`src/rtl/wdt_ctrl.sv`:
```
// Watchdog timer control: sequences an external register-bank down-counter through
// enable, interrupt and reset-pulse phases. Optional macro WDT_PRESCALE_EN adds a count prescaler.
module wdt_ctrl #(
    parameter int unsigned RST_PULSE_CYCLES = 16,
    parameter int unsigned PRESCALE_DIV     = 8
) (
    input  logic        pclk,
    input  logic        presetn,
    input  logic        inten,
    input  logic        resen,
    input  logic        stall,
    input  logic        dbg_halt,
    input  logic        test_en,
    input  logic        int_clr,
    input  logic [31:0] wdtvalue,
    output logic        count_en,
    output logic        load_en,
    output logic        interrupt,
    output logic        cause_rst,
    output logic        wdogres
);

    localparam logic [1:0] IDLE     = 2'd0;
    localparam logic [1:0] RUN      = 2'd1;
    localparam logic [1:0] INT_PEND = 2'd2;
    localparam logic [1:0] RST_OUT  = 2'd3;

    localparam int unsigned   PW         = (RST_PULSE_CYCLES > 1) ? $clog2(RST_PULSE_CYCLES) : 1;
    localparam logic [PW-1:0] PULSE_LAST = PW'(RST_PULSE_CYCLES - 1);

    if (RST_PULSE_CYCLES < 1) begin : g_bad_pulse
        $error("wdt_ctrl: RST_PULSE_CYCLES must be >= 1");
    end
    if (PRESCALE_DIV < 2) begin : g_bad_div
        $error("wdt_ctrl: PRESCALE_DIV must be >= 2");
    end

    logic [1:0]    state;
    logic [1:0]    state_nxt;
    logic [PW-1:0] pulse_cnt;
    logic          tick;
    logic          zero_evt;
    logic          pulse_done;
    logic          load_raw;
    logic          int_nxt;
    logic          cause_nxt;

    // Gating with presetn keeps the strobes quiet while reset is held.
    assign tick = presetn && ((state == RUN) || (state == INT_PEND)) && !(stall && dbg_halt);

`ifdef WDT_PRESCALE_EN
    localparam int unsigned   DW       = $clog2(PRESCALE_DIV);
    localparam logic [DW-1:0] DIV_LAST = DW'(PRESCALE_DIV - 1);

    logic [DW-1:0] pre_cnt;

    assign count_en = tick && (pre_cnt == DIV_LAST);

    always_ff @(posedge pclk) begin
        if (!presetn) begin
            pre_cnt <= '0;
        end else if (load_en) begin
            pre_cnt <= '0;
        end else if (tick) begin
            pre_cnt <= (pre_cnt == DIV_LAST) ? '0 : pre_cnt + 1'b1;
        end
    end
`else
    assign count_en = tick;
`endif

    assign zero_evt   = count_en && (wdtvalue == 32'd0);
    assign pulse_done = (pulse_cnt == PULSE_LAST);
    assign load_en    = presetn && load_raw;

    always_comb begin
        state_nxt = state;
        load_raw  = 1'b0;
        int_nxt   = interrupt;
        cause_nxt = 1'b0;
        case (state)
            IDLE: begin
                if (inten) begin
                    state_nxt = RUN;
                    load_raw  = 1'b1;
                end
            end
            RUN, INT_PEND: begin
                // Disable beats clear, and clear beats a coincident zero event.
                if (!inten) begin
                    state_nxt = IDLE;
                    int_nxt   = 1'b0;
                end else if (int_clr) begin
                    state_nxt = RUN;
                    load_raw  = 1'b1;
                    int_nxt   = 1'b0;
                end else if (zero_evt) begin
                    if ((state == INT_PEND) && resen) begin
                        state_nxt = RST_OUT;
                        cause_nxt = 1'b1;
                    end else begin
                        state_nxt = INT_PEND;
                        load_raw  = 1'b1;
                        int_nxt   = 1'b1;
                    end
                end
            end
            RST_OUT: begin
                if (pulse_done) begin
                    int_nxt = 1'b0;
                    if (inten) begin
                        state_nxt = RUN;
                        load_raw  = 1'b1;
                    end else begin
                        state_nxt = IDLE;
                    end
                end
            end
            default: state_nxt = IDLE;
        endcase
    end

    always_ff @(posedge pclk) begin
        if (!presetn) begin
            state     <= IDLE;
            interrupt <= 1'b0;
            cause_rst <= 1'b0;
            wdogres   <= 1'b0;
            pulse_cnt <= '0;
        end else begin
            state     <= state_nxt;
            interrupt <= int_nxt;
            cause_rst <= cause_nxt;
            wdogres   <= (state_nxt == RST_OUT) && !test_en;
            if (state == RST_OUT) begin
                pulse_cnt <= pulse_done ? '0 : pulse_cnt + 1'b1;
            end else begin
                pulse_cnt <= '0;
            end
        end
    end

endmodule

```
`config.mk`:
```
export PLATFORM = sky130hd
export DESIGN_NAME = wdt_ctrl
export DESIGN_NICKNAME = d
export VERILOG_FILES = /design/src/rtl/wdt_ctrl.sv
export SDC_FILE = /design/constraint.sdc
export NUM_CORES = 1
export LEC_CHECK = 0
export BUFFER_PORTS_ARGS = -buffer_cell sky130_fd_sc_hd__clkbuf_2
export CORE_MARGIN = 2
export CORE_UTILIZATION = 44
export DETAILED_ROUTE_END_ITERATION = 16
export PLACE_DENSITY = 0.81
export SYNTH_ARGS = -nofsm -noshare
export SYNTH_HDL_FRONTEND = slang
export SYNTH_SLANG_ARGS = --single-unit
```
`constraint.sdc`:
```
create_clock -name pclk -period 5.2 [get_ports pclk]
set_input_delay 0.26 -clock pclk [delete_from_list [all_inputs] [get_ports pclk]]
set_output_delay 0.26 -clock pclk [all_outputs]
set_load 0.005 [all_outputs]
```
==> metrics.md <==
| Metric | Value |
|---|---|
| Outcome | completed |
| Worst Path Arrival | 2.25 ns |
| CTS tree | done |
| Tmin final | 2.51 ns |
| Largest net degree at the start of global routing | 13 |
| Hold Path Class | in -> reg |
| Full die area | 1880 sq um |
| PwrDens | 172 nW/um^2 |
| Clk pwr share | 34.2% |
| Delay of the slowest critical-path stage | 0.39 ns |
| Post-route ant nets | 0 |
| Multiplexer share of the synthesized area | 1.65% |
| Initial DRC count | 9 |
| Crit path max fanout | 5 |
| Reg2Reg Launch Point | state[0] |
| Unique masters post-synth | 33 |
| Seq/Total Area, Yosys | 26.4% |
| Iteration count of the initial detailed-routing pass | 4 |
| Crit Path Category | reg -> out |
| GPL Wtd Cong | 0.849 |
| Vias in the first global route | 649 |
| Hold-fix buffers at CTS | 0 |
| DPL Wire Length | 1.41 mm |
| Post-layout util | 63.9% |
| Pleak | 0.000446 uW |
| Footprint of the multi-input gates | 483 sq um |
| First-pass GRT wire length | 2.62 mm |
| Layout cells sized above 1 | 49.2% |
| Main combinational cell family by area after synthesis | simple AND/OR/NAND/NOR gates |
| Unrepaired setup endpoints after global routing | no |
| Cells after Synth | 77 |
| Worst path slowest cell | dfxtp_1 |
| Area delta synth->final | 38.0% |
| Final Net Count | 169 |
| Top Family by Delay on Critical Path | simple AND/OR/NAND/NOR gates |
| Post-CTS setup repair buffer count | 0 |
| Overall Power | 162 uW |
| Cts repair resizes | 0 |
| # port buffers | 44 |
| Critical Path Start | state[0] |
| # DRC | 0 |
| Cell Int Power | 118 uW |
| Root Buffer | clkbuf_4 |
| ANT cells | 0 |
| Maximum VDD drop | 0.121 mV |
| Die X | 43.4 um |
| Synth Area in Compound Gates | 13.9% |
| Switching pwr | 44.2 uW |
| Simple-Gate Fraction of Synth Area | 45.3% |
| Post-synthesis xor/xnor area fraction | 2.57% |
| Routed wire length | 1.67 mm |
| Max clock buf depth | 2 |
| Mapped cell area | 682 sq um |
| Skew-Pair Late Insertion Delay | 0.27 ns |
| Slew Limit Fails | 0 |
| Syn_area_per_cell | 8.86 sq um |
| Filler instances | 134 |
| Core box area | 1470 sq um |
| All-Layer GR Usage | 19.0% |
| IO Count | 45 |
| YS warnings | 0 |
| DR vias | 749 |
| Register area | 180 sq um |
| Sw Share | 27.2% |
| Endpoints failing setup | 0 |
| CP cell instances | inv_1, ha_1, nand2_1, nand4b_2, or3_4, or2_0, a21oi_1, clkbuf_2 |
| GRT overflow | 0 |
| Crit end category | output port |
| Rel. slew slack | 79.1% |
| Comb pwr share | 22.1% |
| Row count | 14 |
| Seq cells post-synth | 9 |
| CTS clk-pin slew, worst paths | 0.06 ns |
| CTS Sinks | 9 |
| Synthesized Nets | 121 |
| Hold Crit Start | test_en |
| CP Launch Type | flip-flop |
| Initial cell density of the core | 46.3% |
| Maximum clock rate | 398 MHz |
| Vias per std cell | 5.35 |
| Wire per inst | 11.9 um |
| Sequential share of power | 43.7% |
| Die Height | 43.4 um |
| Worst EP required | 4.94 ns |
| Worst Skew | 0.00386 ns |
| Final period utilization | 48.3% |
| Max cap viols | 0 |
| CTS H-Tree Depth | 1 |
| FF-to-FF setup slack | 3.26 ns |
| Area share of fa/ha/maj cells after synthesis | 7.34% |
| Initial antenna violation count | 0 |
| Setup TNS | 0 ns |
| Worst-Margin Slew | 0.311 ns |
| Final Hold Vio Count | 0 |
| Cts bufs inserted | 3 |
| Number of buffers and inverters on the critical path | 2 |
-- state kept, by name, indices dropped and copies added, names as in the netlist --
register   cells
pulse_cnt      4
state          2
cause_rst      1
interrupt      1
wdogres        1
-- worst register-to-register path: cells and delay by family (launching register included) --
kind                       cells  cell delay, ns
AOI/OAI and AO/OA              1            0.17
DFF                            1            0.39
adders and majority gates      1            0.32
buffers and inverters          1            0.08
and+or+nand+nor                4            0.89
-- cells by family after synthesis --
group	Yosys count
AND/OR/NAND/NOR	45
AO/OA/AOI/OAI	12
buffers and inverters	4
multiplexers	1
flip-flops	9
adder cells (fa/ha/maj)	4
XOR/XNOR	2
-- Yosys cell counts (all sizes together) --
cell	n	area (sq um)
a21oi	3	15.0
and3	2	12.5
xor2	2	17.5
o31a	1	8.76
and2	2	13.8
nand2	10	40.0
nor3	3	15.0
nor4bb	1	16.3
inv	3	11.3
nor4	9	103
nand4	2	12.5
ha	4	50.1
a211oi	1	12.5
or2	1	6.26
dfxtp	9	180
o211ai	2	15.0
nor2	7	26.3
nand3	3	15.0
or3	2	17.5
mux2	1	11.3
nand4b	2	23.8
a21o	1	7.51
o21bai	2	18.8
o2111ai	2	17.5
clkbuf	1	7.51
nand3b	1	7.51
-- final cells by class --
type | count | area share, %
sequential | 9 | 19.1
tap | 16 | 2.13
multi-input combinational | 64 | 51.3
inverter | 3 | 1.20
clock buffer | 4 | 2.79
timing repair buffer | 44 | 23.4
-- path summary, 6_finish.rpt --
kind         cells past startpoint            to
max                              8       load_en
min                              2       wdogres
max reg2reg                      7     interrupt
min reg2reg                      1  pulse_cnt[0]
-- cells in the final DEF (no fill, tap or decap), drive strengths merged --
cell / instances
a211oi: 1
a21o: 1
a21oi: 3
and2: 2
and3: 2
clkbuf: 48
dfxtp: 9
ha: 4
inv: 3
mux2: 1
nand2: 10
nand3: 3
nand3b: 1
nand4: 2
nand4b: 2
nor2: 7
nor3: 3
nor4: 9
nor4bb: 1
o2111ai: 2
o211ai: 2
o21bai: 2
o31a: 1
or2: 1
or3: 2
xor2: 2
-- through the flow --
| step | std cells | cell area, sq um | worst slack [ns] | hold slack (ns) |
|---|---|---|---|---|
| 2_1_floorplan | 77 | 682 | 3.22 | 0.330 |
| 6_report | 140 | 941 | 2.69 | 0.154 |
| 3_3_place_gp | 136 | 915 | 3.06 | 0.433 |
| 3_5_place_dp | 136 | 915 | 2.98 | 0.434 |
| 4_1_cts | 140 | 941 | 2.68 | 0.147 |
| 5_1_grt | 140 | 941 | 2.56 | 0.148 |
-- metal layers --
metal	up-vias	track usage [%]	share of wire, %
met5	-	0	0
met1	326	22.4	38
met3	3	7.08	8.6
met2	34	30.4	52
li1	386	-	-
met4	0	9.09	1.0
-- power groups by stage --
stage | Combinational, uW | Clock [uW] | Sequential, uW
6_report | 35.9 | 55.5 | 70.9
5_1_grt | 39.3 | 63.3 | 71.0
4_1_cts | 36.2 | 58.0 | 70.9
3_5_place_dp | 36.1 | 0 | 72.4
3_3_place_gp | 35.4 | 0 | 72.3
2_1_floorplan | 15.1 | 0 | 72.2
(Power assumes the default switching activity.)
